===== src/rtl/serial_subtractor_pkg.sv =====
// Shared types and defaults for the bit-serial subtractor.
package serial_subtractor_pkg;

  typedef enum logic [1:0] {
    IDLE  = 2'd0,
    SHIFT = 2'd1,
    DONE  = 2'd2
  } state_e;

  localparam int DEFAULT_WIDTH = 8;

endpackage


===== src/rtl/full_subtractor.sv =====
// One-bit full subtractor: Diff = A - B - Bin, Bout is the borrow out.
module full_subtractor (
  input  logic A,
  input  logic B,
  input  logic Bin,
  output logic Diff,
  output logic Bout
);

  assign Diff = A ^ B ^ Bin;
  assign Bout = (~A & B) | (B & Bin) | (~A & Bin);

endmodule


===== src/rtl/serial_subtractor.sv =====
// Bit-serial a - b - bin, LSB first, one bit per clock through a single cell.
// Handshake: start is sampled only in IDLE; busy is high for the WIDTH SHIFT
// cycles; done pulses for one cycle, and diff/borrow_out are valid from then on.
module serial_subtractor
  import serial_subtractor_pkg::*;
#(
  parameter int WIDTH = DEFAULT_WIDTH
) (
  input  logic             clk,
  input  logic             rst,
  input  logic             start,
  input  logic [WIDTH-1:0] a,
  input  logic [WIDTH-1:0] b,
  input  logic             bin,
  output logic             busy,
  output logic             done,
  output logic [WIDTH-1:0] diff,
  output logic             borrow_out,
  output state_e           state_dbg
);

  localparam int CW = $clog2(WIDTH) + 1;
  localparam logic [CW-1:0] LAST = CW'(WIDTH - 1);

  state_e           state_q, state_d;
  logic [WIDTH-1:0] op_a_q, op_a_d;
  logic [WIDTH-1:0] op_b_q, op_b_d;
  logic             brw_q, brw_d;
  logic [CW-1:0]    cnt_q, cnt_d;
  // The bit shifted out of the bottom is never read, so only WIDTH-1 partial bits are kept.
  logic [WIDTH-2:0] res_q, res_d;
  logic [WIDTH-1:0] diff_q, diff_d;
  logic             borrow_q, borrow_d;

  logic             d_bit;
  logic             nb_bit;
  logic [WIDTH-1:0] res_shift;

  full_subtractor u_cell (
    .A    (op_a_q[0]),
    .B    (op_b_q[0]),
    .Bin  (brw_q),
    .Diff (d_bit),
    .Bout (nb_bit)
  );

  assign res_shift = {d_bit, res_q};

  always_comb begin
    state_d  = state_q;
    op_a_d   = op_a_q;
    op_b_d   = op_b_q;
    brw_d    = brw_q;
    cnt_d    = cnt_q;
    res_d    = res_q;
    diff_d   = diff_q;
    borrow_d = borrow_q;
    case (state_q)
      IDLE: begin
        if (start) begin
          state_d = SHIFT;
          op_a_d  = a;
          op_b_d  = b;
          brw_d   = bin;
          cnt_d   = '0;
          res_d   = '0;
        end
      end
      SHIFT: begin
        res_d  = res_shift[WIDTH-1:1];
        op_a_d = op_a_q >> 1;
        op_b_d = op_b_q >> 1;
        brw_d  = nb_bit;
        cnt_d  = cnt_q + CW'(1);
        if (cnt_q == LAST) begin
          diff_d   = res_shift;
          borrow_d = nb_bit;
          state_d  = DONE;
        end
      end
      DONE:    state_d = IDLE;
      default: state_d = IDLE;
    endcase
  end

  always_ff @(posedge clk) begin
    if (rst) begin
      state_q  <= IDLE;
      op_a_q   <= '0;
      op_b_q   <= '0;
      brw_q    <= 1'b0;
      cnt_q    <= '0;
      res_q    <= '0;
      diff_q   <= '0;
      borrow_q <= 1'b0;
    end else begin
      state_q  <= state_d;
      op_a_q   <= op_a_d;
      op_b_q   <= op_b_d;
      brw_q    <= brw_d;
      cnt_q    <= cnt_d;
      res_q    <= res_d;
      diff_q   <= diff_d;
      borrow_q <= borrow_d;
    end
  end

  assign busy       = (state_q == SHIFT);
  assign done       = (state_q == DONE);
  assign diff       = diff_q;
  assign borrow_out = borrow_q;
  assign state_dbg  = state_q;

endmodule


===== config.mk =====
export PLATFORM = sky130hd
export DESIGN_NAME = serial_subtractor
export DESIGN_NICKNAME = d
export VERILOG_FILES = /design/src/rtl/serial_subtractor_pkg.sv /design/src/rtl/full_subtractor.sv /design/src/rtl/serial_subtractor.sv
export SDC_FILE = /design/constraint.sdc
export NUM_CORES = 1
export LEC_CHECK = 0
export ABC_AREA = 1
export ABC_CLOCK_PERIOD_IN_PS = 1200
export CAP_MARGIN = 25
export CORE_ASPECT_RATIO = 0.7
export CORE_UTILIZATION = 46
export CTS_CLUSTER_DIAMETER = 60
export DETAILED_ROUTE_END_ITERATION = 10
export PLACE_DENSITY = 0.84
export SLEW_MARGIN = 20
export SYNTH_ARGS = -nofsm -noshare
export SYNTH_HDL_FRONTEND = slang
export SYNTH_SLANG_ARGS = --single-unit

===== constraint.sdc =====
create_clock -name clk -period 1.2 [get_ports clk]
set_input_delay 0.18 -clock clk [delete_from_list [all_inputs] [get_ports clk]]
set_output_delay 0.18 -clock clk [all_outputs]
set_load 0.01 [all_outputs]

==> Word level (Yosys, flattened, before mapping) <==
Cells that the tools add are included.
{ "totals": {"wordCells": 40, "reg_bits": 39} }
{ "op_classes": {"eq_ne": 5, "n_reduce_logical": 5, "n_mux": 13, "add_sub_neg": 1, "bitwise_logic": 8} }
{ "ops": {"columns": ["operator", "count"], "rows": [
  ["8-bit case mux with 2 select lines", 2],
  ["8-bit two-way mux", 2],
  ["7-bit case mux with 2 select lines", 1],
  ["4-bit case mux with 2 select lines", 1],
  ["7-bit two-way mux", 1],
  ["2-bit AND reduction", 3],
  ["4-bit by 1-bit adder with 4-bit output (second input constant)", 1],
  ["4-bit by 3-bit == test with 1-bit output (second input constant)", 1],
  ["2-bit two-way mux", 2],
  ["4-bit two-way mux", 1],
  ["2-bit case mux with 2 select lines", 1],
  ["1-bit bitwise AND", 3],
  ["2-bit by 1-bit == test with 1-bit output (second input constant)", 1],
  ["2-bit == test (second input constant)", 1],
  ["2-bit zero test", 1],
  ["2-bit by 1-bit != test with 1-bit output (second input constant)", 1],
  ["2-bit != test (second input constant)", 1],
  ["1-bit bitwise OR", 2],
  ["1-bit case mux with 2 select lines", 1],
  ["2-bit nonzero test", 1],
  ["1-bit bitwise XOR", 2],
  ["1-bit two-way mux", 1],
  ["1-bit NOT", 1]
]} }

==> Depth between registers and ports, before layout <==
Gate-level depths: netlist of run 1.
{ "depth": {"ltp_word": 5, "ltp_mapped": 7, "depth_no_buf": 6} }

==> Modules after synthesis <==
A second synthesis of run 1 with hierarchy kept.
{ "unflattened": {"hier_cells": 255, "area_unflattened_um2": 1712.9} }
{ "modules_own_cells": {"columns": ["mod", "n_inst", "cells_per_inst", "seq_area_each_um2", "area_per_inst_um2"], "rows": [
  ["serial_subtractor", 1, 252, 780.7, 1685.4],
  ["full_subtractor", 1, 3, 0.0, 27.5]
]} }

==> Least setup slack after synthesis of run 1 <==
Ideal clock, no wire load.
{ "synth_timing": {"path_kind": "register -> register", "start": "register state_q[0] (netlist: state_dbg[0])", "end": "register diff_q[7] (netlist: diff[7])", "slack_ns": 0.066, "arrival_time_ns": 1.022, "n_path_buf": 1, "required_time_ns": 1.087, "stages_incl_launch_ff": 7, "cell_sequence": "dfxtp_1 > inv_2 > nor2_4 > buf_6 > nand3_1 > nand2_1 > nor2_1"} }
{ "synth_via": {"elab_chain_len": 2} }
{ "synth_lines": {"columns": ["element", "line_no", "source"], "rows": [
  ["start, declared", "serial_subtractor.sv:25", "state_e state_q, state_d;"],
  ["start signal, assigned", "serial_subtractor.sv:97", "state_q <= state_d;"],
  ["2-bit by 1-bit == test with 1-bit output", null, null],
  ["net busy", "serial_subtractor.sv:15", "output logic busy,"],
  ["2-bit AND reduction (no line)", null, null],
  ["end signal, assigned", "serial_subtractor.sv:103", "diff_q <= diff_d;"],
  ["end, declared", "serial_subtractor.sv:32", "logic [WIDTH-1:0] diff_q, diff_d;"]
]} }
The timed path passes the listed nets, and every way through them passes these cells.
A chain may end at the register's enable or synchronous reset.

==> Final worst setup path of run 1 <==
{ "layout_timing": {"start": "register state_q[1] (netlist: state_dbg[1])", "end": "register op_b_q[3]"} }
{ "layout_via": {"elab_chain_len": 3, "elab_cells_between_ends": 6, "classes_between": "eq/ne: 2; mux: 1; reduce/logical: 3"} }
{ "layout_lines": {"columns": ["element", "line_no", "source"], "rows": [
  ["2-bit by 1-bit == test with 1-bit output or 2-bit zero test (tied branches)", "serial_subtractor.sv:58", "case (state_q)"],
  ["2-bit nonzero test (no line) or 2-bit != test (tied branches)", null, null],
  ["2-bit AND reduction (no line)", null, null],
  ["end signal, assigned", "serial_subtractor.sv:99", "op_b_q <= op_b_d;"],
  ["end, declared", "serial_subtractor.sv:27", "logic [WIDTH-1:0] op_b_q, op_b_d;"]
]} }
Parallel ways exist; a longest one is shown, timed or not.

==> results by group, run 1 <==
Cells and area
  – Layout Area Growth over Synthesis: 42.8%
  – # diodes: 0
  – Fillers: 280
  – Nets: 323
  – Post-route cell area: 2500 sq um
  – Layout cells sized above 1: 20.2%

Status
  – Status: completed

Yosys
  – Yosys Warn Count: 0
  – Seq/Total Area, Yosys: 44.6%
  – Synthesized area: 1750 sq um
  – Syn_nets: 266
  – Synth top area share: 44.6%
  – Count leader, synth: nand2_1
  – Post-Syn Area per Cell: 7.18 sq um
  – Main flop type after synthesis: dfxtp_1
  – Synth Instances: 244
  – FFs w/ async S/R, synth: 0%
  – Post-synth EDFFs: 0
  – Yosys reg bits: 39
  – Commonest cells post-synth: nand2_1, nor2_1, dfxtp_1
  – Post-synth top area cell: dfxtp_1
  – Synth area leaders: dfxtp_1, nand2_1, nand3_1
  – Count of cell types in the netlist: 19

Global routing
  – Initial antenna violation count: 0
  – Largest net degree at the start of global routing: 25
  – GRT Resource Usage Total: 22.8%
  – Total gr overflow: 0
  – First-pass GRT wire length: 6670 um
  – Vias in the first global route: 1453

Floorplan
  – Die height: 53.6 um
  – Initial core utilization: 48.9%
  – Die width: 75.8 um
  – Total I/O pin count: 33
  – Core Box Area: 3580 sq um
  – Number of core rows: 18
  – Die ar.: 4060 sq um

Timing
  – Max Slew Vio Count: 0
  – Worst-Margin Slew: 0.242 ns
  – Final min period: 1.19 ns
  – Relative slew margins: 83.8%
  – Final hold vios: 0
  – Final period utilization: 99.1%
  – Max Freq: 0.841 GHz
  – Setup Skew: 0.0157 ns
  – Setup violators final: 0
  – Setup TNS: 0 ns
  – RSZ-0062 raised after global routing: true

Critical path
  – Crit path launch type: register
  – Crit Path Max Fanout: 8
  – Crit Path Class: register to register
  – Reg-to-reg endpoint: op_b_q[3]
  – RR Startpoint: state_dbg[1]
  – Critical Path AT: 1.39 ns
  – R2R setup slack: 0.01 ns
  – FF-to-FF path depth: 8
  – Critical Path End Type: register
  – CP Data Required Time: 1.40 ns

CTS
  – Clk root buf: clkbuf_8
  – CTS buffer count: 5
  – Clock Latency Late Sink: 0.30 ns
  – CTS H-tree lvls: 2
  – Max Buffers Root-to-Sink: 2
  – Clock sink count: 39
  – Worst-path clk slew: 0.09 ns
  – Hold-fix buffers, CTS: 0
  – CTS tree: built

Route
  – Drt pass-1 iters: 5
  – Routed wire per std cell: 13.8 um
  – Iter 0 DRT Violations: 159
  – Routed WL: 4840 um
  – Post-DRT Antenna Nets: 0
  – Vias: 1814
  – Detailed-route DRC error count: 0
  – Drt via density: 5.15

Min path
  – Hold Crit Class: input port to register
  – Hold path endpoint: op_b_q[7]
  – Hold Path Depth: 3
  – Hold Startpoint: b[7]

Power and ir drop
  – Pwr per Cell Area: 1220 nW/um^2
  – Maximum VDD drop: 0.747 mV
  – LEAKAGE: 1.13 nW

Place
  – Gpl congestion: 0.846
  – Detail Placement HPWL: 2910 um
  – Post-DP Area: 2250 sq um
  – Port bufs: 32

Run
  – Max Cap Viol: 0
==> sequential cells by signal, indices dropped and copies added, names as in the netlist <==
name and flops:
op_b_q 8, diff 8, brw_q 1, cnt_q 4, res_q 7, op_a_q 8
borrow_out 1, state_dbg 2
==> metrics by stage <==
| step | total power [mW] | hold slack (ns) | utilization [%] | setup slack [ns] | std cells |
|---|---|---|---|---|---|
| finish | 3.04 | 0.437 | 69.8 | 0.0106 | 352 |
| global route | 3.17 | 0.469 | 69.8 | -0.0656 | 352 |
| CTS | 2.96 | 0.441 | 65.7 | 0.00409 | 345 |
| detailed placement | 1.88 | 0.449 | 62.7 | -0.143 | 337 |
| global placement | 1.86 | 0.435 | 62.7 | -0.116 | 337 |
| floorplan | 1.68 | 0.324 | - | 0.0656 | 244 |
==> critical path, stage by stage, from the launching register on <==
cell	delay [ns]
dfxtp_4	0.37
inv_2	0.06
buf_6	0.14
nand2_8	0.09
buf_4	0.16
nand3_1	0.07
nand3_1	0.07
nand2_1	0.07
inv_1	0.04
==> worst max path at each step <==
stage                  from   endpoint  depth (start not counted)
2_1_floorplan  state_dbg[0]    diff[7]                          6
3_3_place_gp          start      brw_q                          6
3_5_place_dp            rst   res_q[3]                          5
4_1_cts               brw_q    diff[7]                          4
5_1_grt               brw_q    diff[7]                          4
6_report       state_dbg[1]  op_b_q[3]                          8
==> timing repair <==
action | 4_1_cts | 5_1_grt
gates cloned | 0 | 3
resized for setup | 26 | 23
buffers inserted | 0 | 4
pin swaps | 0 | 8
setup endpoints to repair | 39 | 24
==> power by group <==
| part | internal, mW | total (mW) | switching [mW] |
|---|---|---|---|
| Sequential | 1.35 | 1.38 | 0.0364 |
| Combinational | 0.254 | 0.548 | 0.294 |
| Clock | 0.619 | 1.11 | 0.492 |
==> layer usage <==
layer / track usage [%] / routed length [um]
met1: 32.3 / 2230
met2: 33.3 / 2270
met3: 5.81 / 282
met4: 8.33 / 65
met5: 0 / 0
==> kinds of logic (layout without fill, tap and decap cells) <==
logic type               after synthesis  in the layout  share of synthesized area [%]
AND/OR/NAND/NOR                      156            158                           39.6
flip-flops                            39             39                           44.6
buffers and inverters                 32             88                           9.00
AO/OA/AOI/OAI                         15             15                           4.93
adder cells (fa/ha/maj)                2              2                           1.86
==> layout by cell type, fill, tap and decap left out, types with 7 or more instances in the layout <==
master,instances
dfxtp_1,34
nand2_1,63
nor2_1,42
buf_4,19
dlygate4sd2_1,11
clkdlybuf4s50_1,19
nand3b_1,7
nand3_1,30
o22ai_1,9
inv_1,19
==> cell type report <==
cell class	instances	area, sq um	share of cell area, %
clock inverters	3	43.8	1.75
inverters	21	78.8	3.15
well taps	50	62.6	2.50
repair buffers	59	547	21.9
clock buffers	5	68.8	2.75
multi-input cells	175	908	36.3
flip-flops and latches	39	792	31.7
No activity file was read; power rests on OpenSTA's default activity.
==> run 2, diff against run 1 <==
- GPL_ROUTABILITY_DRIVEN: not set -> 1
==> results of run 2 <==
The final DEF is identical to that of run 1; final timing and power are the same.
==> run 3, diff against run 2 <==
- ABC_CLOCK_PERIOD_IN_PS: 1200 -> not set
- PLACE_DENSITY: 0.84 -> 0.75
- SLEW_MARGIN: 20 -> not set
==> run 3 against run 2 <==
The flow now finishes with violations (setup timing). Register-to-register slack about the same. Design area increased by 0.60%. Routed wire length decreased by 9.4%. Largest power group unchanged. Power decreased by 0.61%. Core utilization increased by 0.42 points.
==> results by group, run 3 (synthesis gave the netlist of run 1 again) <==
Status
  – Status: finished, violations left
  – Violated checks: setup timing

Route
  – Routed wire per std cell: 12.6 um (-8.4%)
  – Vias: 1737 (-4.2%)
  – Post-DRT Antenna Nets: 0 (unchanged)
  – Drt pass-1 iters: 4 (-1)
  – Routed WL: 4390 um (-9.4%)
  – Drt via density: 4.99 (-3.1%)
  – Iter 0 DRT Violations: 171 (+7.5%)
  – Detailed-route DRC error count: 0 (unchanged)

Timing
  – Max Slew Vio Count: 0 (unchanged)
  – Relative slew margins: 79.4% (-4.4 points)
  – Max Freq: 0.823 GHz (-2.2%)
  – RSZ-0062 raised after global routing: true
  – Setup TNS: -0.0156 ns (-0.0156 ns)
  – Final hold vios: 0 (unchanged)
  – Worst-Margin Slew: 0.308 ns (+0.0662 ns)
  – Final period utilization: 101% (+2.2 points)
  – Final min period: 1.22 ns (+0.0262 ns)
  – Fin worst setup slack: -0.0156 ns (-0.0262 ns)
  – Setup Skew: 0.0108 ns (-0.00487 ns)
  – Setup violators final: 1 (+1)

CTS
  – Max Buffers Root-to-Sink: 2 (unchanged)
  – Clock Latency Late Sink: 0.29 ns (about the same)
  – CTS H-tree lvls: 2 (unchanged)
  – Clk root buf: clkbuf_8
  – Hold-fix buffers, CTS: 0 (unchanged)
  – Clock sink count: 39 (unchanged)
  – Worst-path clk slew: 0.08 ns (about the same)
  – CTS tree: built
  – CTS buffer count: 5 (unchanged)

Power and ir drop
  – Total power: 3.02 mW (-0.61%)
  – Pwr per Cell Area: 1200 nW/um^2 (-1.2%)
  – Maximum VDD drop: 0.886 mV (+19%)
  – LEAKAGE: 1.14 nW (+1.2%)

Place
  – Port bufs: 32 (unchanged)
  – Gpl congestion: 0.818 (-3.4%)
  – Detail Placement HPWL: 2880 um (-0.88%)
  – Placed Cells: 335 (-0.59%)

Floorplan
  – Die ar.: 4060 sq um (unchanged)
  – Die width: 75.8 um (unchanged)
  – Number of core rows: 18 (unchanged)
  – Initial core utilization: 48.9% (unchanged)
  – Total I/O pin count: 33 (unchanged)
  – Core Box Area: 3580 sq um (unchanged)
  – Die height: 53.6 um (unchanged)

Critical path
  – Worst path depth: 6 (-2)
  – FF-to-FF path depth: 7 (-1)
  – Crit Path Max Fanout: 10 (+2)
  – Crit Path Class: input port to register
  – CP bufs+invs: 1 (-3)
  – CP max stage delay: 0.65 ns (+0.28 ns)
  – Cell family with most CP delay: buffers and inverters
  – CP cell instances: clkdlybuf4s50_1, nand2_8, nand2_8, nor2_1, nor2_1, nor2_1
  – CP max-delay cell: clkdlybuf4s50_1
  – CP Capture Point: op_b_q[0]
  – Reg-to-reg endpoint: op_b_q[0]
  – RR Startpoint: state_dbg[1]
  – CP Data Required Time: 1.39 ns (about the same)
  – Crit path launch type: input port
  – Critical Path AT: 1.40 ns (about the same)
  – Most used cell, CP: nor2_1
  – Critical Path End Type: register
  – R2R setup slack: 0 ns (about the same)
  – CP Launch Point: start

Global routing
  – Initial antenna violation count: 0 (unchanged)
  – First-pass GRT wire length: 6380 um (-4.2%)
  – Total gr overflow: 0 (unchanged)
  – GRT Resource Usage Total: 21.7% (-1.1 points)
  – Largest net degree at the start of global routing: 25 (unchanged)
  – Vias in the first global route: 1379 (-5.1%)

Run
  – Max Cap Viol: 0 (unchanged)

Min path
  – Hold Crit Class: register to register

Cells and area
  – Final Non-Filler Cells: 348 (-1.1%)
  – # diodes: 0 (unchanged)
  – Layout Area Growth over Synthesis: 43.6%
  – Layout cells sized above 1: 18.8% (-1.4 points)
  – Commonest non-fill, non-tap cells in the layout: nand2_1, nor2_1, dfxtp_1, nand3_1
  – Most common cell after layout, fill and taps aside: nand2_1
  – Nets: 319 (-1.2%)
## run 3: worst min path at each step
stage	slack (ns)	start	cells after the start	to
after floorplan	0.32	a[7]	2	op_a_q[7]
after global placement	0.44	op_b_q[2]	2	op_b_q[1]
after detailed placement	0.44	op_b_q[2]	2	op_b_q[1]
after CTS	0.45	op_b_q[2]	2	op_b_q[1]
after global routing	0.47	op_b_q[2]	2	op_b_q[1]
final	0.44	op_b_q[2]	2	op_b_q[1]
## run 3: what timing repair did
item / 4_1_cts / 5_1_grt
gates resized for setup: 24 / 24
pin swaps: 0 / 6
gates cloned: 0 / 2
setup buffers: 0 / 3
setup endpoints to repair: 46 / 30
## run 3: per-stage QoR
stage                     util [%]  setup slack, ns  hold slack (ns)  cell area, sq um
after floorplan                  -           0.0656            0.324              1750
after global placement        63.0           -0.298            0.436              2260
after detailed placement      63.0           -0.222            0.439              2260
after CTS                     66.1          -0.0797            0.450              2370
after global routing          70.3          -0.0548            0.468              2520
final                         70.3          -0.0156            0.442              2520
## run 3: worst reg2reg max path: stages (launching register included)
cell     delay, ns
dfxtp_4       0.37
inv_2         0.06
buf_6         0.13
nand2_8       0.09
nand2_8       0.14
nor2_1        0.08
nor2_1        0.16
nor2_1        0.07
## run 3: report_power, final
part | leakage [nW] | internal (mW) | switching (mW) | total, mW
clock | 0.0581 | 0.619 | 0.467 | 1.09
combinational | 0.764 | 0.272 | 0.284 | 0.556
sequential | 0.320 | 1.35 | 0.0347 | 1.38
## run 3: layer usage
layer	vias to the layer above	track usage, %	part of all wire, %
met5	-	0	0
met4	0	6.48	0.57
met3	4	5.62	6.9
met2	65	32.0	46
met1	787	30.9	47
li1	881	-	-
## run 3: cell type report
cell class                      instances  area, sq um
Tap cell                               50         62.6
Inverter                               21         78.8
Multi-Input combinational cell        173          887
Clock buffer                            5         68.8
Sequential cell                        39          791
Fill cell                             289         1060
Timing Repair Buffer                   57          584
Clock inverter                          3         43.8
